File: src/rtl/uart_pkg.sv
`default_nettype none
// ============================================================================
// Module   : uart_pkg
// Purpose  : Shared parity-mode constants and serialiser state encodings.
// Revision : 1.0 - initial release
// ============================================================================
package uart_pkg;

    localparam int PAR_NONE = 0;
    localparam int PAR_ODD  = 1;
    localparam int PAR_EVEN = 2;

    typedef enum logic [2:0] {
        ST_IDLE   = 3'd0,
        ST_START  = 3'd1,
        ST_DATA   = 3'd2,
        ST_PARITY = 3'd3,
        ST_STOP   = 3'd4
    } tx_state_t;

endpackage
`default_nettype wire

File: src/rtl/uart_tx_fifo_if.sv
`default_nettype none
// ============================================================================
// Module   : uart_tx_fifo_if
// Purpose  : Byte write handshake, status flags and serial line of the UART TX.
// Revision : 1.0 - initial release
// ============================================================================
interface uart_tx_fifo_if #(
    parameter int DATA_BITS  = 8,
    parameter int FIFO_DEPTH = 16
);
    logic [DATA_BITS-1:0]          tx_byte;
    logic                          tx_req;
    logic                          tx_busy;
    logic                          tx_idle;
    logic                          tx_overflow;
    logic [$clog2(FIFO_DEPTH):0]   fifo_count;
    logic                          tx;

    modport master (
        output tx_byte, tx_req,
        input  tx_busy, tx_idle, tx_overflow, fifo_count, tx
    );

    modport slave (
        input  tx_byte, tx_req,
        output tx_busy, tx_idle, tx_overflow, fifo_count, tx
    );
endinterface
`default_nettype wire

File: src/rtl/sync_fifo.sv
`default_nettype none
// ============================================================================
// Module   : sync_fifo
// Purpose  : Single-clock first-word-fall-through FIFO with occupancy count.
// Revision : 1.0 - initial release
// ============================================================================
module sync_fifo #(
    parameter int WIDTH = 8,
    parameter int DEPTH = 16
) (
    input  wire logic                     clk,
    input  wire logic                     rst,
    input  wire logic                     i_push,
    input  wire logic [WIDTH-1:0]         i_wdata,
    input  wire logic                     i_pop,
    output logic      [WIDTH-1:0]         o_rdata,
    output logic      [$clog2(DEPTH):0]   o_count,
    output logic                          o_full,
    output logic                          o_empty
);
    localparam int            c_AW   = $clog2(DEPTH);
    localparam logic [c_AW:0] c_FULL = DEPTH[c_AW:0];

    logic [WIDTH-1:0] r_mem [DEPTH];
    logic [c_AW-1:0]  r_wr_ptr;
    logic [c_AW-1:0]  r_rd_ptr;
    logic [c_AW:0]    r_count;
    logic             w_do_push;
    logic             w_do_pop;

    assign w_do_push = i_push && (r_count != c_FULL);
    assign w_do_pop  = i_pop  && (r_count != '0);

    // Storage needs no reset: entries are only read once counted.
    always_ff @(posedge clk) begin
        if (w_do_push) begin
            r_mem[r_wr_ptr] <= i_wdata;
        end
    end

    // Pointers wrap naturally because DEPTH is a power of two.
    always_ff @(posedge clk) begin
        if (rst) begin
            r_wr_ptr <= '0;
            r_rd_ptr <= '0;
            r_count  <= '0;
        end else begin
            if (w_do_push) begin
                r_wr_ptr <= r_wr_ptr + 1'b1;
            end
            if (w_do_pop) begin
                r_rd_ptr <= r_rd_ptr + 1'b1;
            end
            case ({w_do_push, w_do_pop})
                2'b10:   r_count <= r_count + 1'b1;
                2'b01:   r_count <= r_count - 1'b1;
                default: r_count <= r_count;
            endcase
        end
    end

    assign o_rdata = r_mem[r_rd_ptr];
    assign o_count = r_count;
    assign o_full  = (r_count == c_FULL);
    assign o_empty = (r_count == '0);

endmodule
`default_nettype wire

File: src/rtl/uart_tx_fifo.sv
`default_nettype none
// ============================================================================
// Module   : uart_tx_fifo
// Purpose  : Buffered UART transmitter: FIFO feeding a start/data/parity/stop
//            serialiser with a registered serial output.
// Revision : 1.0 - initial release
// ============================================================================
module uart_tx_fifo
    import uart_pkg::*;
#(
    parameter int CLK_DIV    = 868,
    parameter int DATA_BITS  = 8,
    parameter int PARITY     = 0,
    parameter int STOP_BITS  = 1,
    parameter int FIFO_DEPTH = 16
) (
    input wire logic        clk,
    input wire logic        reset,
    uart_tx_fifo_if.slave   bus
);
    localparam int                  c_DIV_W      = $clog2(CLK_DIV);
    localparam int                  c_CNT_W      = $clog2(FIFO_DEPTH) + 1;
    localparam int                  c_BIT_W      = 4;
    localparam int                  c_DIV_LAST_I = CLK_DIV - 1;
    localparam int                  c_DATA_LAST_I = DATA_BITS - 1;
    localparam int                  c_STOP_LAST_I = STOP_BITS - 1;
    localparam logic [c_DIV_W-1:0]  c_DIV_LAST   = c_DIV_LAST_I[c_DIV_W-1:0];
    localparam logic [c_BIT_W-1:0]  c_DATA_LAST  = c_DATA_LAST_I[c_BIT_W-1:0];
    localparam logic [c_BIT_W-1:0]  c_STOP_LAST  = c_STOP_LAST_I[c_BIT_W-1:0];
    localparam logic                c_HAS_PAR    = (PARITY != PAR_NONE);
    localparam logic                c_ODD        = (PARITY == PAR_ODD);

    tx_state_t              r_state, w_state_nxt;
    logic [c_DIV_W-1:0]     r_div, w_div_nxt;
    logic [c_BIT_W-1:0]     r_bit, w_bit_nxt;
    logic [DATA_BITS-1:0]   r_shift, w_shift_nxt;
    logic                   r_par, w_par_nxt;
    logic                   r_tx, w_tx_nxt;
    logic                   r_ovf;
    logic                   w_push;
    logic                   w_pop;
    logic                   w_load;
    logic                   w_cell_end;
    logic                   w_full;
    logic                   w_empty;
    logic [DATA_BITS-1:0]   w_head;
    logic [c_CNT_W-1:0]     w_count;

    // Acceptance looks only at the registered full flag, never at a same-cycle pop.
    assign w_push = bus.tx_req && !w_full;

    sync_fifo #(
        .WIDTH (DATA_BITS),
        .DEPTH (FIFO_DEPTH)
    ) u_fifo (
        .clk     (clk),
        .rst     (reset),
        .i_push  (w_push),
        .i_wdata (bus.tx_byte),
        .i_pop   (w_pop),
        .o_rdata (w_head),
        .o_count (w_count),
        .o_full  (w_full),
        .o_empty (w_empty)
    );

    assign w_cell_end = (r_div == '0);

    // tx is registered from the value the next state will drive, so the
    // line changes on the same edge as the state.
    always_comb begin
        w_state_nxt = r_state;
        w_div_nxt   = r_div;
        w_bit_nxt   = r_bit;
        w_shift_nxt = r_shift;
        w_par_nxt   = r_par;
        w_tx_nxt    = r_tx;
        w_load      = 1'b0;
        w_pop       = 1'b0;

        if (r_state != ST_IDLE && !w_cell_end) begin
            w_div_nxt = r_div - 1'b1;
        end

        case (r_state)
            ST_IDLE: begin
                w_tx_nxt = 1'b1;
                w_load   = !w_empty;
            end
            ST_START: begin
                if (w_cell_end) begin
                    w_state_nxt = ST_DATA;
                    w_div_nxt   = c_DIV_LAST;
                    w_bit_nxt   = '0;
                    w_tx_nxt    = r_shift[0];
                end
            end
            ST_DATA: begin
                if (w_cell_end) begin
                    w_div_nxt = c_DIV_LAST;
                    if (r_bit == c_DATA_LAST) begin
                        w_bit_nxt = '0;
                        if (c_HAS_PAR) begin
                            w_state_nxt = ST_PARITY;
                            w_tx_nxt    = r_par;
                        end else begin
                            w_state_nxt = ST_STOP;
                            w_tx_nxt    = 1'b1;
                        end
                    end else begin
                        w_bit_nxt   = r_bit + 1'b1;
                        w_shift_nxt = r_shift >> 1;
                        w_tx_nxt    = r_shift[1];
                    end
                end
            end
            ST_PARITY: begin
                if (w_cell_end) begin
                    w_state_nxt = ST_STOP;
                    w_div_nxt   = c_DIV_LAST;
                    w_bit_nxt   = '0;
                    w_tx_nxt    = 1'b1;
                end
            end
            ST_STOP: begin
                if (w_cell_end) begin
                    if (r_bit == c_STOP_LAST) begin
                        w_load = !w_empty;
                        if (w_empty) begin
                            w_state_nxt = ST_IDLE;
                            w_tx_nxt    = 1'b1;
                        end
                    end else begin
                        w_div_nxt = c_DIV_LAST;
                        w_bit_nxt = r_bit + 1'b1;
                    end
                end
            end
            default: begin
                w_state_nxt = ST_IDLE;
                w_tx_nxt    = 1'b1;
            end
        endcase

        // Loading the FIFO head is shared by IDLE and the last stop cell,
        // which is what makes back-to-back frames gapless.
        if (w_load) begin
            w_pop       = 1'b1;
            w_shift_nxt = w_head;
            w_par_nxt   = (^w_head) ^ c_ODD;
            w_state_nxt = ST_START;
            w_div_nxt   = c_DIV_LAST;
            w_bit_nxt   = '0;
            w_tx_nxt    = 1'b0;
        end
    end

    always_ff @(posedge clk) begin
        if (reset) begin
            r_state <= ST_IDLE;
            r_div   <= '0;
            r_bit   <= '0;
            r_shift <= '0;
            r_par   <= 1'b0;
            r_tx    <= 1'b1;
            r_ovf   <= 1'b0;
        end else begin
            r_state <= w_state_nxt;
            r_div   <= w_div_nxt;
            r_bit   <= w_bit_nxt;
            r_shift <= w_shift_nxt;
            r_par   <= w_par_nxt;
            r_tx    <= w_tx_nxt;
            if (bus.tx_req && w_full) begin
                r_ovf <= 1'b1;
            end
        end
    end

    assign bus.tx          = r_tx;
    assign bus.tx_busy     = w_full;
    assign bus.tx_idle     = (r_state == ST_IDLE) && w_empty;
    assign bus.tx_overflow = r_ovf;
    assign bus.fifo_count  = w_count;

endmodule
`default_nettype wire

File: src/flat_wrapper.sv
// flat-port wrapper written by rule: the top's interface ports become plain ports
module uart_tx_fifo_flat import uart_pkg::*;
#(
    parameter int CLK_DIV    = 868,
    parameter int DATA_BITS  = 8,
    parameter int PARITY     = 0,
    parameter int STOP_BITS  = 1,
    parameter int FIFO_DEPTH = 16
)
  (clk, reset, bus_tx_byte, bus_tx_req, bus_tx_busy, bus_tx_idle, bus_tx_overflow, bus_fifo_count, bus_tx);
  uart_tx_fifo_if #(.DATA_BITS(DATA_BITS), .FIFO_DEPTH(FIFO_DEPTH)) bus_i ();
  input wire logic clk;
  input wire logic reset;
  input wire logic [$bits(bus_i.tx_byte)-1:0] bus_tx_byte;
  input wire logic [$bits(bus_i.tx_req)-1:0] bus_tx_req;
  output wire logic [$bits(bus_i.tx_busy)-1:0] bus_tx_busy;
  output wire logic [$bits(bus_i.tx_idle)-1:0] bus_tx_idle;
  output wire logic [$bits(bus_i.tx_overflow)-1:0] bus_tx_overflow;
  output wire logic [$bits(bus_i.fifo_count)-1:0] bus_fifo_count;
  output wire logic [$bits(bus_i.tx)-1:0] bus_tx;
  assign bus_i.tx_byte = bus_tx_byte;
  assign bus_i.tx_req = bus_tx_req;
  assign bus_tx_busy = bus_i.tx_busy;
  assign bus_tx_idle = bus_i.tx_idle;
  assign bus_tx_overflow = bus_i.tx_overflow;
  assign bus_fifo_count = bus_i.fifo_count;
  assign bus_tx = bus_i.tx;
  uart_tx_fifo #(.CLK_DIV(CLK_DIV), .DATA_BITS(DATA_BITS), .PARITY(PARITY), .STOP_BITS(STOP_BITS), .FIFO_DEPTH(FIFO_DEPTH)) u_core (.clk(clk), .reset(reset), .bus(bus_i));
endmodule
File: config.mk
export PLATFORM = sky130hd
export DESIGN_NAME = uart_tx_fifo_flat
export DESIGN_NICKNAME = d
export VERILOG_FILES = /design/src/rtl/uart_pkg.sv /design/src/rtl/uart_tx_fifo_if.sv /design/src/rtl/sync_fifo.sv /design/src/rtl/uart_tx_fifo.sv /design/src/flat_wrapper.sv
export SDC_FILE = /design/constraint.sdc
export NUM_CORES = 1
export LEC_CHECK = 0
export ABC_CLOCK_PERIOD_IN_PS = 12000
export CORE_ASPECT_RATIO = 1.2
export CORE_UTILIZATION = 45
export DETAILED_ROUTE_END_ITERATION = 7
export GPL_TIMING_DRIVEN = 1
export HOLD_SLACK_MARGIN = 0.06
export PLACE_DENSITY = 0.66
export SYNTH_ARGS = -nofsm -noshare
export SYNTH_HDL_FRONTEND = slang
export SYNTH_SLANG_ARGS = --single-unit
File: constraint.sdc
create_clock -name clk -period 12 [get_ports clk]
set_clock_uncertainty 0.2 [all_clocks]
set_input_delay 2.4 -clock clk [delete_from_list [all_inputs] [get_ports clk]]
set_output_delay 2.4 -clock clk [all_outputs]
set_load 0.005 [all_outputs]
==> results.py, run 1 <==
metrics = {
    "cells_and_area": {
        "syn_to_final_growth_pct": 13.03,
        "drive_above_1_share_pct": 16.67,
        "multi_input_area_um2": 2415,
        "fin_nets": 537,
        "fillers": 1274,
        "final_common_cell": "edfxtp_1",
        "antenna_cells": 0,
        "layout_common_cells": "128 x edfxtp_1, 47 x nor2_1, 43 x dfxtp_1",
        "regArea_um2": 4726,
        "final_cell_area_um2": 8239,
        "final_util_pct": 52.47,
    },
    "yosys": {
        "synth-simple-area-share_pct": 9.870,
        "synth-async-reset-ratio_pct": 0,
        "netlist_top_cells_area": "edfxtp_1 53%, dfxtp_1 12%, mux4_2 10%",
        "synth_compound_area_share_pct": 6.694,
        "syn-num-nets": 519,
        "synth.ff_latch_count": 172,
        "synth_edf_count": 128,
        "synth_top_area_share_pct": 52.73,
        "yosys_warnings": 0,
        "synth.distinct_cells": 57,
        "synth_top_flop_cell": "edfxtp_1",
        "synth_top_family_by_area": "multiplexers",
        "syn_area_um2": 7289,
        "synth_xor_area_share_pct": 2.163,
        "synth_area_leader_cell": "edfxtp_1",
        "avgSynthCellArea_um2": 14.64,
        "yosys-mux-area-fraction_pct": 12.68,
        "ys_seq_area_share_pct": 64.81,
        "netlist_instances": 498,
        "synth_fa_ha_area_share_pct": 1.716,
    },
    "run_status": {
        "status": "finished, final reports clean",
    },
    "setup_path": {
        "startpoint": "bus_tx_req",
        "cp_max_fo": 13,
        "cp_cell_sequence": "clkdlybuf4s50_1, a21boi_1, inv_1, ha_1, xor2_1, ha_1, nor2b_1, nor3b_1, a311oi_1, a311oi_1, mux2_1",
        "rr_startpoint": "u_core.r_bit[0]",
        "cpPeakStageDelay_ns": 0.65,
        "end_kind": "register",
        "critPathBufInv": 2,
        "cp.required_ns": 12.10,
        "critPathLaunchType": "input port",
        "crit_path_top_delay_cell": "a21boi_1",
        "crit_family": "compound AO/OA/AOI/OAI gates",
        "cp.arrival_ns": 5.67,
        "path_class": "input port to register",
    },
    "detailed_routing": {
        "drt-initial-drc-count": 274,
        "antenna_left": 0,
        "drc_errors": 0,
        "wl_per_cell_um": 19.13,
        "vias_per_cell": 5.694,
        "wirelength_um": 14080,
        "num_vias": 4191,
        "drt_first_pass_iters": 4,
    },
    "place": {
        "placedInstanceArea_um2": 7667,
        "globalplace.congestion": 0.8425,
        "hpwlAfterDp_um": 9017,
        "port_buffers": 19,
    },
    "cts": {
        "cts_root_buffer": "clkbuf_16",
        "postCtsSetupBuffers": 0,
        "htree_levels": 4,
        "cts_hold_buf": 0,
        "cts_tree": "built",
        "clkLatencyLatePin_ns": 0.43,
        "cts_buffers": 17,
        "clkTransAtPathRegs_ns": 0.07,
        "cts_resized": 0,
        "ctsLongestPathBuffers": 2,
        "cts.sinks": 172,
    },
    "global_route": {
        "grt_use_met2_pct": 31.18,
        "grt_max_degree": 41,
        "grt_antenna_before_repair": 0,
        "grt_first_pass_wirelength_um": 22330,
        "grtUsageMet3_pct": 3.537,
        "grt_pass1_vias": 4197,
        "track_usage_pct": 17.97,
        "met1_usage_pct": 21.77,
        "grt.overflow.total": 0,
        "busiest_layer": "met2",
    },
    "sta": {
        "setup_viol": 0,
        "final.min_clock_period_ns": 5.562,
        "hold_viol": 0,
        "slew-limit-headroom_pct": 13.76,
        "fmax_mhz": 179.8,
        "tns_ns": 0,
        "worstMarginPinSlew_ns": 1.284,
        "finalCritPeriodShare_pct": 46.35,
        "rsz0062_at_grt": "false",
        "slew_violations": 0,
    },
    "worst_hold_path": {
        "hp-class": "register to register",
        "worstHoldStart": "u_core.r_shift[2]",
    },
    "floorplanning": {
        "dieHeight_um": 141.4,
        "die_w_um": 118.2,
        "io_pins": 20,
        "rows": 50,
        "dieArea_um2": 16710,
        "fp.coreArea_um2": 15700,
        "initial_core_util_pct": 46.42,
    },
    "power": {
        "finalPower_mw": 1.734,
        "p_leak_nw": 2.633,
        "p_per_area_nw_per_um2": 210.4,
        "ir_drop_v": 0.0001193,
    },
    "run": {
        "maxCapViolCount": 0,
    },
}
-- Yosys cell counts, types with 2 or more instances --
| cell | count |
|---|---|
| nand3b_1 | 3 |
| or2_2 | 4 |
| nand4_1 | 7 |
| nand3_1 | 7 |
| nand4b_1 | 2 |
| buf_2 | 5 |
| nor2_1 | 47 |
| a21o_1 | 4 |
| nand2b_1 | 6 |
| mux4_2 | 33 |
| nor4_1 | 3 |
| dfxtp_1 | 44 |
| mux2_1 | 2 |
| nor2b_1 | 3 |
| o21ai_0 | 10 |
| xor2_1 | 14 |
| xnor2_1 | 4 |
| nand2_1 | 34 |
| a311oi_1 | 4 |
| clkbuf_1 | 13 |
| edfxtp_1 | 128 |
| buf_1 | 5 |
| a21oi_1 | 19 |
| o211ai_1 | 8 |
| or4_1 | 2 |
| nor4b_1 | 2 |
| or3_1 | 4 |
| or3b_2 | 2 |
| ha_1 | 10 |
| a22oi_1 | 2 |
| a31oi_1 | 11 |
| mux2i_1 | 8 |
| inv_1 | 9 |
| nor3_1 | 10 |
| mux2_2 | 7 |
-- per-stage QoR --
stage          setup WS [ns]  std cells  hold slack (ns)
3_3_place_gp           6.134        705           0.2591
2_1_floorplan          6.963        498           0.2519
6_report               6.438        736           0.2733
3_5_place_dp           6.016        705           0.2759
5_1_grt                6.263        736           0.2941
4_1_cts                6.460        736           0.2807
-- power by group --
part	internal [mW]	leakage, nW	switching [mW]	total, mW
combinational	0.213	0.840	0.267	0.480
sequential	0.686	1.52	0.0377	0.724
clock	0.307	0.276	0.223	0.530
-- routing by layer --
layer | vias to the layer above | share of wire, %
li1 | 1951 | -
met1 | 2131 | 43
met2 | 96 | 52
met3 | 13 | 3.8
met4 | 0 | 1.3
met5 | - | 0
-- sequential cells by signal (all words and copies together) (netlist names), named ones only --
signal,count
u_core.bus.tx,1
u_core.bus.tx_overflow,1
u_core.r_bit,4
u_core.r_div,10
u_core.r_shift,8
u_core.r_state,3
u_core.u_fifo.o_count,5
u_core.u_fifo.r_mem,128
u_core.u_fifo.r_rd_ptr,4
u_core.u_fifo.r_wr_ptr,4
-- path summary, 6_finish.rpt --
check / cells past startpoint / slack, ns / to
worst min register to register: 2 / 0.27 / u_core.r_shift[1]
worst max register to register: 14 / 7.59 / u_core.u_fifo.o_count[2]
worst max-delay path: 11 / 6.44 / u_core.u_fifo.o_count[2]
worst min-delay path: 2 / 0.27 / u_core.r_shift[1]
-- final cells by class --
cell class	instances	share of cell area, %
multi-input cells	291	29.31
flip-flops and latches	172	57.36
inverters	10	0.4708
well taps	208	3.159
clock buffers	18	5.209
repair buffers	24	2.764
clock inverters	13	1.731
-- logic make-up (layout without fill, tap and decap cells) --
group / after synthesis / in the layout
flops: 172 / 172
simple gates: 143 / 143
xor+xnor: 18 / 18
mux: 50 / 50
compound gates: 70 / 70
buf+inv: 35 / 65
fa+ha+maj: 10 / 10
-- worst min-delay path, stage by stage, from the launching register on --
cell     delay [ns]
dfxtp_1        0.31
nand2_1        0.05
a31oi_1        0.07
(Power assumes the default switching activity.)
==> run 2: changes to the inputs <==
--- a/config.mk
+++ b/config.mk
@@ -5,13 +5,13 @@
 export SDC_FILE = /design/constraint.sdc
 export NUM_CORES = 1
 export LEC_CHECK = 0
-export ABC_CLOCK_PERIOD_IN_PS = 12000
+export ABC_CLOCK_PERIOD_IN_PS = 5100
 export CORE_ASPECT_RATIO = 1.2
 export CORE_UTILIZATION = 45
 export DETAILED_ROUTE_END_ITERATION = 7
 export GPL_TIMING_DRIVEN = 1
 export HOLD_SLACK_MARGIN = 0.06
-export PLACE_DENSITY = 0.66
+export PLACE_DENSITY = 0.69
 export SYNTH_ARGS = -nofsm -noshare
 export SYNTH_HDL_FRONTEND = slang
 export SYNTH_SLANG_ARGS = --single-unit
==> constraint.sdc (replaced) <==
create_clock -name clk -period 5.1 [get_ports clk]
set_clock_uncertainty 0.2 [all_clocks]
set_input_delay 1.02 -clock clk [delete_from_list [all_inputs] [get_ports clk]]
set_output_delay 1.02 -clock clk [all_outputs]
set_load 0.005 [all_outputs]
==> run 2 against run 1 <==
Compared with the run above:
- non-clock buffer count is 2 higher
- largest cell class unchanged
- critical path type is now register to register
- final cell count is 0.41% higher
- sequential share of layout area down 0.13 points
==> results.py, run 2 (synthesis gave the netlist of run 1 again) <==
metrics = {
    "detailed_routing": {
        "drc_errors": 0,
        "wl_per_cell_um": 18.99,
        "wirelength_um": 14040,
        "drt_first_pass_iters": 4,
        "num_vias": 4118,
        "antenna_left": 0,
        "vias_per_cell": 5.572,
        "drt-initial-drc-count": 307,
    },
    "setup_path": {
        "rr_startpoint": "u_core.r_bit[0]",
        "cp.depth": 14,
        "path_class": "register to register",
        "end_kind": "register",
        "crit_family": "compound AO/OA/AOI/OAI gates",
        "cp.required_ns": 5.21,
        "rr_worst_depth": 14,
        "critPathLaunchType": "register",
        "cpPeakStageDelay_ns": 0.66,
        "crit_top_cell": "ha_1",
        "cp_max_fo": 17,
        "critPathBufInv": 2,
        "r2r_setup_slack_ns": 0.77,
        "cp_cell_sequence": "inv_1, ha_1, or3b_2, a221oi_2, nand2_4, clkinv_2, ha_1, xor2_1, ha_1, nor2b_1, nor3b_1, a311oi_1, a311oi_1, mux2_1",
        "r2r-end": "u_core.u_fifo.o_count[2]",
        "crit_path_top_delay_cell": "a221oi_2",
        "cp.arrival_ns": 4.44,
    },
    "cts": {
        "cts_tree": "built",
        "cts_buffers": 17,
        "cts_resized": 0,
        "ctsLongestPathBuffers": 2,
        "clkLatencyLatePin_ns": 0.43,
        "cts_hold_buf": 0,
        "cts.sinks": 172,
        "htree_levels": 4,
        "clkTransAtPathRegs_ns": 0.07,
        "cts_root_buffer": "clkbuf_16",
        "postCtsSetupBuffers": 0,
    },
    "floorplanning": {
        "initial_core_util_pct": 46.42,
        "io_pins": 20,
        "dieArea_um2": 16710,
        "rows": 50,
        "fp.coreArea_um2": 15700,
        "die_w_um": 118.2,
        "dieHeight_um": 141.4,
    },
    "cells_and_area": {
        "regArea_um2": 4727,
        "drive_above_1_share_pct": 17.89,
        "layout_common_cells": "128 x edfxtp_1, 47 x nor2_1, 42 x dfxtp_1",
        "multi_input_area_um2": 2415,
        "top_register": "u_core.u_fifo.r_mem",
        "syn_to_final_growth_pct": 13.32,
        "fin_nets": 539,
        "final_cell_count_no_fill": 739,
        "fillers": 1282,
        "final_cell_area_um2": 8260,
        "antenna_cells": 0,
        "largest_reg_flops": 128,
        "reg_top3": "u_core.u_fifo.r_mem (128), u_core.r_div (10), u_core.r_shift (8)",
        "final_common_cell": "edfxtp_1",
    },
    "sta": {
        "fmax_mhz": 231.2,
        "worstMarginPinSlew_ns": 0.9456,
        "tns_ns": 0,
        "slew-limit-headroom_pct": 36.76,
        "rsz0062_at_grt": "false",
        "whs_ns": 0.2772,
        "finalCritPeriodShare_pct": 84.83,
        "hold_viol": 0,
        "setup_viol": 0,
        "slew_violations": 0,
        "final.min_clock_period_ns": 4.326,
    },
    "place": {
        "globalplace.congestion": 0.8189,
        "placedInstanceArea_um2": 7684,
        "hpwlAfterDp_um": 9265,
        "port_buffers": 19,
        "placed_cells": 707,
    },
    "global_route": {
        "track_usage_pct": 18.18,
        "grt_first_pass_wirelength_um": 22760,
        "grt_pass1_vias": 4218,
        "grt_max_degree": 32,
        "grt.overflow.total": 0,
        "grt_antenna_before_repair": 0,
    },
    "run": {
        "maxCapViolCount": 0,
    },
    "power": {
        "p_leak_nw": 2.658,
        "ir_drop_v": 0.0003063,
        "p_per_area_nw_per_um2": 495.7,
    },
    "worst_hold_path": {
        "whs_endpoint": "u_core.bus.tx_overflow",
        "hp-class": "register to register",
        "holdPathStages": 2,
        "worstHoldStart": "u_core.bus.tx_overflow",
    },
    "run_status": {
        "status": "finished, final reports clean",
    },
}
run 2: worst max path at each step:
stage                                          end  slack (ns)             from
final                     u_core.u_fifo.o_count[2]        0.77  u_core.r_bit[0]
after global routing      u_core.u_fifo.o_count[2]        0.47  u_core.r_bit[0]
after CTS                 u_core.u_fifo.o_count[2]        0.77  u_core.r_bit[0]
after detailed placement  u_core.u_fifo.o_count[2]        0.80  u_core.r_bit[0]
after global placement    u_core.u_fifo.o_count[2]        0.99       bus_tx_req
after floorplan           u_core.u_fifo.o_count[2]        1.15  u_core.r_bit[0]
run 2: through the flow:
step | utilization, % | worst slack (ns) | power, mW
finish | 52.61 | 0.7738 | 4.094
floorplan | - | 1.151 | 2.600
global placement | 48.93 | 0.9940 | 2.824
global route | 52.61 | 0.4671 | 4.302
detailed placement | 48.93 | 0.8011 | 2.863
CTS | 52.61 | 0.7698 | 4.125
run 2: per-layer routing:
layer / vias up / track usage (%) / wire (um)
met2: 79 / 31.76 / 7339
met5: - / 0 / 0
met1: 2063 / 22.28 / 6093
met4: 0 / 7.692 / 201
met3: 14 / 3.175 / 400
li1: 1962 / - / -
run 2: cell type report:
class	count	share of cell area, %
flip-flops and latches	172	57.23
well taps	208	3.151
inverters	10	0.4696
clock buffers	17	5.150
repair buffers	26	2.939
clock inverters	15	1.833
multi-input cells	291	29.23
run 2: power by group:
part | switching, mW | internal (mW) | leakage [nW]
Clock | 0.571 | 0.692 | 0.290
Sequential | 0.147 | 1.61 | 1.52
Combinational | 0.568 | 0.502 | 0.850
Total | 1.29 | 2.81 | 2.66
run 2: worst reg2reg max path: cells and delay by family (launching register included):
kind	cells	cell delay, ns
AOI/OAI and AO/OA	3	1.04
adders and majority gates	3	0.91
and+or+nand+nor	4	0.95
buffers and inverters	2	0.31
muxes	1	0.35
xor gates and xnor gates	1	0.13
DFF	1	0.33
==> run 3: changes to the inputs <==
--- a/config.mk
+++ b/config.mk
@@ -5,13 +5,13 @@
 export SDC_FILE = /design/constraint.sdc
 export NUM_CORES = 1
 export LEC_CHECK = 0
-export ABC_CLOCK_PERIOD_IN_PS = 5100
+export ABC_CLOCK_PERIOD_IN_PS = 4500
 export CORE_ASPECT_RATIO = 1.2
 export CORE_UTILIZATION = 45
 export DETAILED_ROUTE_END_ITERATION = 7
 export GPL_TIMING_DRIVEN = 1
 export HOLD_SLACK_MARGIN = 0.06
-export PLACE_DENSITY = 0.69
+export PLACE_DENSITY = 0.66
 export SYNTH_ARGS = -nofsm -noshare
 export SYNTH_HDL_FRONTEND = slang
 export SYNTH_SLANG_ARGS = --single-unit
==> constraint.sdc (replaced) <==
create_clock -name clk -period 4.5 [get_ports clk]
set_clock_uncertainty 0.2 [all_clocks]
set_input_delay 0.9 -clock clk [delete_from_list [all_inputs] [get_ports clk]]
set_output_delay 0.9 -clock clk [all_outputs]
set_load 0.005 [all_outputs]
==> run 3 against run 2 <==
Compared with the run above:
- final cell count is 0.81% higher
- sequential cell count is the same
- non-clock buffer count increased by 6
- cell area is 0.82% higher
- routed wire length grew 0.34%
- sequential share of layout area is 0.48 points lower
- sequential power is 12% higher
- worst setup slack worse by 0.13 ns
==> results.py, run 3 (synthesis gave the netlist of run 1 again) <==
metrics = {
    "floorplanning": {
        "rows": 50,
        "initial_core_util_pct": 46.42,
        "die_w_um": 118.2,
        "dieHeight_um": 141.4,
        "dieArea_um2": 16710,
        "fp.coreArea_um2": 15700,
        "io_pins": 20,
    },
    "detailed_routing": {
        "drc_errors": 0,
        "vias_per_cell": 5.682,
        "drt_first_pass_iters": 4,
        "num_vias": 4233,
        "wl_per_cell_um": 18.90,
        "antenna_left": 0,
        "drt-initial-drc-count": 373,
        "wirelength_um": 14080,
    },
    "sta": {
        "finalCritPeriodShare_pct": 85.77,
        "slew-limit-headroom_pct": 34.00,
        "tns_ns": 0,
        "final.min_clock_period_ns": 3.860,
        "worstMarginPinSlew_ns": 0.9863,
        "rsz0062_at_grt": "false",
        "fmax_mhz": 259.1,
        "slew_violations": 0,
        "setup_viol": 0,
        "hold_viol": 0,
    },
    "cts": {
        "cts_buffers": 17,
        "clkLatencyLatePin_ns": 0.43,
        "cts_root_buffer": "clkbuf_16",
        "cts_hold_buf": 0,
        "clkTransAtPathRegs_ns": 0.06,
        "cts.sinks": 172,
        "htree_levels": 4,
        "cts_resized": 0,
        "postCtsSetupBuffers": 0,
        "cts_tree": "built",
        "ctsLongestPathBuffers": 2,
    },
    "setup_path": {
        "cp.required_ns": 4.61,
        "crit_path_top_delay_cell": "or4_1",
        "path_class": "register to register",
        "cpPeakStageDelay_ns": 0.71,
        "cp_max_fo": 17,
        "rr_worst_depth": 12,
        "critPathLaunchType": "register",
        "end_kind": "register",
        "cp.depth": 12,
        "crit_family": "simple AND/OR/NAND/NOR gates",
        "cp.arrival_ns": 3.97,
        "critPathBufInv": 1,
        "cp_cell_sequence": "or4_1, o31ai_4, nand2_4, clkinv_2, ha_1, xor2_1, ha_1, nor2b_1, nor3b_1, a311oi_1, a311oi_1, mux2_1",
    },
    "power": {
        "power_frac_seq_pct": 42.0,
        "internal_power_mw": 3.294,
        "ir_drop_v": 0.0003404,
        "swShare_pct": 30.16,
        "clockPowerShare_pct": 31.5,
        "p_leak_nw": 2.681,
        "p_per_area_nw_per_um2": 566.4,
        "pwr-share-comb_pct": 26.5,
        "p_sw_mw": 1.423,
    },
    "cells_and_area": {
        "reg_top3": "u_core.u_fifo.r_mem (128), u_core.r_div (10), u_core.r_shift (8)",
        "final_util_pct": 53.04,
        "layout_common_cells": "128 x edfxtp_1, 47 x nor2_1, 43 x dfxtp_1",
        "drive_above_1_share_pct": 18.06,
        "antenna_cells": 0,
        "fin_nets": 545,
        "largest_reg_flops": 128,
        "syn_to_final_growth_pct": 14.25,
        "final_common_cell": "edfxtp_1",
        "top_register": "u_core.u_fifo.r_mem",
    },
    "worst_hold_path": {
        "hp-class": "register to register",
        "holdPathStages": 2,
    },
    "global_route": {
        "track_usage_pct": 18.16,
        "grt_pass1_vias": 4284,
        "grt_first_pass_wirelength_um": 22560,
        "grt_antenna_before_repair": 0,
        "grt.overflow.total": 0,
        "grt_max_degree": 24,
    },
    "run_status": {
        "status": "finished, final reports clean",
    },
    "place": {
        "globalplace.congestion": 0.8483,
        "hpwlAfterDp_um": 9221,
        "port_buffers": 19,
    },
    "run": {
        "maxCapViolCount": 0,
    },
}
-- run 3: changes by cell type in the layout (fill, tap and decap cells not counted), sizes merged --
cell and change:
bufinv +2, clkinvlp +3, inv -7, clkbuf +2
buf +6
-- run 3: worst min-delay path: stages, from the launching register on --
cell and delay, ns:
dfxtp_1 0.33, a21oi_1 0.04, nor2_1 0.07
-- run 3: per-stage QoR --
stage                     area, um^2  worst slack, ns  power (mW)  hold slack [ns]  instances
final                           8328           0.6404       4.717           0.2762        745
after global routing            8328           0.3968       4.946           0.2961        745
after CTS                       8328           0.6491       4.753           0.2773        745
after detailed placement        7727           0.6055       3.268           0.2675        713
after global placement          7727           0.6877       3.232           0.2564        713
after floorplan                 7289           0.5512       2.947           0.2519        498
-- run 3: area by class of cell --
type	instances	area [um^2]
flip-flops and latches	172	4726
clock inverters	13	167.7
repair buffers	32	287.8
multi-input cells	291	2415
fillers	1295	7375
clock buffers	19	432.9
well taps	208	260.3
inverters	10	38.79
-- run 3: metal layers --
| layer | vias to the layer above | GRT usage [%] | routed length (um) |
|---|---|---|---|
| met5 | - | 0 | 0 |
| met4 | 0 | 7.962 | 236 |
| met3 | 23 | 3.617 | 426 |
| met2 | 88 | 31.42 | 7247 |
| met1 | 2157 | 22.11 | 6173 |
| li1 | 1965 | - | - |
-- run 3: path summary, 6_finish.rpt --
| path | start | to | slack [ns] |
|---|---|---|---|
| hold / removal | u_core.bus.tx_overflow | u_core.bus.tx_overflow | 0.28 |
| setup reg to reg | u_core.r_div[3] | u_core.u_fifo.o_count[2] | 0.64 |
| setup / recovery | u_core.r_div[3] | u_core.u_fifo.o_count[2] | 0.64 |
| hold reg to reg | u_core.bus.tx_overflow | u_core.bus.tx_overflow | 0.28 |
-- run 3: power by group through the flow --
stage                     Combinational (mW)  Sequential, mW  Clock [mW]
final                                   1.25            1.98        1.49
after global routing                    1.38            2.01        1.56
after CTS                               1.26            1.98        1.51
after detailed placement                1.25            2.02           0
after global placement                  1.22            2.01           0
after floorplan                         1.02            1.93           0
==> patch 1, RTL diff (flow settings as in run 3) <==
Make the reset (`reset` and `rst`) asynchronous in 2 clocked blocks.
--- a/src/rtl/sync_fifo.sv
+++ b/src/rtl/sync_fifo.sv
@@ -40,5 +40,5 @@
 
     // Pointers wrap naturally because DEPTH is a power of two.
-    always_ff @(posedge clk) begin
+    always_ff @(posedge clk or posedge rst) begin
         if (rst) begin
             r_wr_ptr <= '0;
--- a/src/rtl/uart_tx_fifo.sv
+++ b/src/rtl/uart_tx_fifo.sv
@@ -156,5 +156,5 @@
     end
 
-    always_ff @(posedge clk) begin
+    always_ff @(posedge clk or posedge reset) begin
         if (reset) begin
             r_state <= ST_IDLE;
Function: differs if reset is asserted again (counterexample within 4 cycles, from zero or initial values and one cycle with reset high); with reset held inactive, the same outputs for 10 cycles.
==> patch 1 against run 3 <==
Worst hold slack lost 0.0047 ns. Maximum frequency rose by 1.8%. Sequential cell count is 4 lower. Global-route usage rose by 0.38 points. Cell area is 2.7% lower. Cell count decreased by 7.9%. Wire length fell by 3.1%. Synthesized area shrank 1.8%. Via count decreased by 8.0%. Die area decreased by 1.7%. Critical path depth grew 1. Worst setup slack improved by 0.068 ns.
Power is not compared: it rests on default switching activity, and its combinational part moved more than twofold at a synthesized area within 25%.
==> patch 1: results (changes against run 3) <==
Compound-Gate Fraction of Synth Area: 6.45% (was 6.69%)
vias in the first global route: 4000 (was 4284)
Data buffer area share: 3.00% (was 3.46%)
Clock buf/inv share: 6.89% (was 7.21%)
largest net degree at the start of global routing: 41 (was 24)
Final Util: 52.0% (was 53.0%)
register area share after synthesis: 67.7% (was 64.8%)
slowest CP cell: or4_4 (was or4_1)
comb_multi_in: 239 (was 291)
fillers: 1266 (was 1295)
number of ordinary and repair buffers in the finished layout: 26 (was 32)
Cells after Synth: 445 (was 498)
largest stage delay on the critical path: 0.60 ns (was 0.71 ns)
ratio of cells with drive above 1 in the final layout: 16.7% (was 18.1%)
Async SR Flop Fraction: 23.8% (was 0%)
Tot Pwr: 3.74 mW
RR Endpoint: u_core.u_fifo.o_count[4]$_DFFE_PP0P_ (was u_core.u_fifo.o_count[2]$_SDFFE_PP0P_)
CP arrival: 3.94 ns (was 3.97 ns)
Via Count: 3896 (was 4233)
first-pass GRT wire length: 21800 um (was 22600 um)
syn_nets: 467 (was 519)
status: finished clean (unchanged)
Post-Synth XOR/XNOR Area: 2.31% (was 2.16%)
Worst Setup EP: u_core.u_fifo.o_count[4]$_DFFE_PP0P_ (was u_core.u_fifo.o_count[2]$_SDFFE_PP0P_)
CP max FO: 16 (was 17)
1st-iter DRT viols: 407 (was 373)
top cells by area, synth: edfxtp_1, dfrtp_1, mux4_2, ha_1, a22oi_1 (was edfxtp_1, dfxtp_1, mux4_2, nor2_1, nand2_1)
DR vias/cell: 5.68 (about the same)
DP HPWL: 8950 um (was 9220 um)
Hold Slack: 0.272 ns (was 0.276 ns)
post-synthesis adder-cell area fraction: 1.92% (was 1.72%)
final wirelength: 13600 um (was 14100 um)
fin worst setup slack: 0.709 ns (was 0.640 ns)
Setup WS pre-CTS: 0.786 ns (was 0.606 ns)
crit path from: u_core.r_div[5]$_DFF_PP0_ (was u_core.r_div[3]$_SDFF_PP0_)
dpl cells: 655 (was 713)
reg2reg path depth: 13 (was 12)
sequential cell area: 0.00485 mm^2 (was 0.00473 mm^2)
[patch 1: cell types whose count changed in the layout (fill, tap and decap cells not counted), sizes merged, moves of 6 or more]
cell,before,now
a22oi,2,16
a31oi,11,1
and3,1,8
buf,13,7
dfrtp,0,39
dfxtp,44,0
mux2,9,1
nand2,35,24
nor2,47,31
o211ai,8,1
xnor2,4,13
xor2,14,5
[patch 1: cell families (layout without fill, tap and decap cells)]
group / count (synthesis) / after routing
compound gates: 64 / 64
xor+xnor: 18 / 18
fa+ha+maj: 11 / 11
buf+inv: 38 / 71
flops: 168 / 168
mux: 41 / 41
simple gates: 105 / 105
[patch 1: critical path, delay by kind of cell (launching register included)]
family	cells	cell delay, ns
buffers and inverters	1	0.14
and+or+nand+nor	5	1.45
DFF	1	0.42
xor gates and xnor gates	2	0.32
AOI/OAI and AO/OA	3	0.64
adders and majority gates	2	0.56
[patch 1: metal layers]
layer	global-route usage [%]	wire, um
met5	0	0
met4	7.33	216
met3	4.28	632
met2	30.8	7180
met1	23.4	5610
==> patch 2, RTL diff (settings of run 3) <==
Without the edit above. `PARITY` is set to 0 in 2 places; all go to 1.
--- a/src/rtl/uart_tx_fifo.sv
+++ b/src/rtl/uart_tx_fifo.sv
@@ -11,5 +11,5 @@
     parameter int CLK_DIV    = 868,
     parameter int DATA_BITS  = 8,
-    parameter int PARITY     = 0,
+    parameter int PARITY     = 1,
     parameter int STOP_BITS  = 1,
     parameter int FIFO_DEPTH = 16
--- a/src/flat_wrapper.sv
+++ b/src/flat_wrapper.sv
@@ -4,5 +4,5 @@
     parameter int CLK_DIV    = 868,
     parameter int DATA_BITS  = 8,
-    parameter int PARITY     = 0,
+    parameter int PARITY     = 1,
     parameter int STOP_BITS  = 1,
     parameter int FIFO_DEPTH = 16
Formal check against the unedited RTL: no difference found for any inputs over 10 cycles, from zero or initial values and one cycle with reset high; that may be too few to reach the edited logic, so the function may still have changed.
==> patch 2 against run 3 <==
Combinational power rose by 9.6%. Synthesized cell count fell by 2.2%. Total power rose by 2.0%. Synthesized area fell by 1.9%. Worst setup slack improved by 0.35 ns. Wire length fell by 2.6%. Worst hold slack got worse by 0.0071 ns. Via count fell by 5.6%. First-iteration DRC count fell by 34%. Sequential cell count rose by 1. Global-route usage rose by 0.15 points. Cell count fell by 2.0%. Core utilization fell by 0.65 points. Cell area fell by 2.0%.
==> patch 2: results (changes against run 3) <==
status: finished clean (unchanged)
Worst slew margin: 36.6% (was 34.0%)
delay-heaviest family, CP: buffers and inverters (was simple AND/OR/NAND/NOR gates)
CP max FO: 9 (was 17)
most instantiated cells after synthesis: edfxtp_1, nor2_1, dfxtp_1, mux4_2, nand2_1 (was edfxtp_1, nor2_1, dfxtp_1, nand2_1, mux4_2)
Reg-to-Reg Start: u_core.r_bit[0]$_SDFFE_PP0P_ (was u_core.r_div[3]$_SDFF_PP0_)
CP arrival: 3.66 ns (was 3.97 ns)
Hold Crit Endpoint: u_core.r_shift[7]$_SDFFE_PP0P_ (was u_core.bus.tx_overflow$_SDFFE_PP0P_)
routed wl met3: 546 um (was 426 um)
crit path from: bus_tx_req (was u_core.r_div[3]$_SDFF_PP0_)
first-pass GRT wire length: 21600 um (was 22600 um)
RR Endpoint: u_core.u_fifo.o_count[4]$_SDFFE_PP0P_ (was u_core.u_fifo.o_count[2]$_SDFFE_PP0P_)
reg2reg path depth: 14 (was 12)
worst vdd ir: 0.295 mV (was 0.340 mV)
Distinct cells, synth: 43 (was 57)
vias in the first global route: 4058 (was 4284)
r2r setup slk: 1.00 ns (was 0.64 ns)
met1 Use GR: 23.0% (was 22.1%)
largest net degree at the start of global routing: 38 (was 24)
Hold Slack: 0.269 ns (was 0.276 ns)
syn_nets: 509 (was 519)
hold_sp: u_core.r_shift[7]$_SDFFE_PP0P_ (was u_core.bus.tx_overflow$_SDFFE_PP0P_)
ratio of cells with drive above 1 in the final layout: 15.7% (was 18.1%)
fmax: 285 MHz (was 259 MHz)
Setup WS pre-CTS: 0.576 ns (was 0.606 ns)
met3 Usage GRT: 3.89% (was 3.62%)
register area share after synthesis: 66.3% (was 64.8%)
DP HPWL: 9040 um (was 9220 um)
fillers: 1263 (was 1295)
final wirelength: 13700 um (was 14100 um)
Leakage: 2.76 nW (was 2.68 nW)
1st-iter DRT viols: 247 (was 373)
largest stage delay on the critical path: 0.59 ns (was 0.71 ns)
routability cong.: 0.813 (was 0.848)
slowest CP cell: clkdlybuf4s50_1 (was or4_1)
GR Util met2: 30.8% (was 31.4%)
GRT Overall Usage: 18.3% (was 18.2%)
# nets final: 531 (was 545)
metal2 WL: 7270 um (was 7250 um)
M1 WL: 5750 um (was 6170 um)
patch 2: how the worst max path moves through the flow:
stage,to,slack (ns),depth (start not counted)
CTS,u_core.u_fifo.o_count[4]$_SDFFE_PP0P_,0.98,14
global placement,u_core.u_fifo.o_count[4]$_SDFFE_PP0P_,0.70,13
finish,u_core.u_fifo.o_count[4]$_SDFFE_PP0P_,0.99,13
floorplan,u_core.u_fifo.o_count[4]$_SDFFE_PP0P_,1.22,12
detailed placement,u_core.u_fifo.o_count[4]$_SDFFE_PP0P_,0.58,13
global route,u_core.u_fifo.o_count[4]$_SDFFE_PP0P_,0.67,14
patch 2: area by class of cell:
class | count | share of cell area (%)
multi-input cells | 275 | 27.6
well taps | 208 | 3.19
inverters | 13 | 0.598
clock buffers | 17 | 5.21
repair buffers | 29 | 3.40
clock inverters | 15 | 1.87
flip-flops and latches | 173 | 58.2
patch 2: kinds of logic (layout without fill, tap and decap cells):
| logic type | Yosys count | after routing | share of synthesized area [%] |
|---|---|---|---|
| buffers and inverters | 39 | 74 | 2.22 |
| muxes | 43 | 43 | 11.6 |
| AOI/OAI and AO/OA | 64 | 64 | 6.05 |
| xor gates and xnor gates | 28 | 28 | 3.43 |
| and+or+nand+nor | 129 | 129 | 8.42 |
| DFF | 173 | 173 | 66.3 |
| adders and majority gates | 11 | 11 | 1.92 |
patch 2: where the power goes:
group	internal (mW)	leakage (nW)	switching [mW]	total [mW]
Clock	0.781	0.279	0.641	1.42
Sequential	1.87	1.53	0.153	2.02
Combinational	0.648	0.952	0.720	1.37
Total	3.30	2.76	1.51	4.81
patch 2: metrics by stage:
step	power, mW	instance area, um^2	cells
floorplan	3.09	7150	487
global placement	3.40	7580	698
detailed placement	3.44	7580	698
CTS	4.86	8160	730
global route	5.07	8160	730
finish	4.81	8160	730
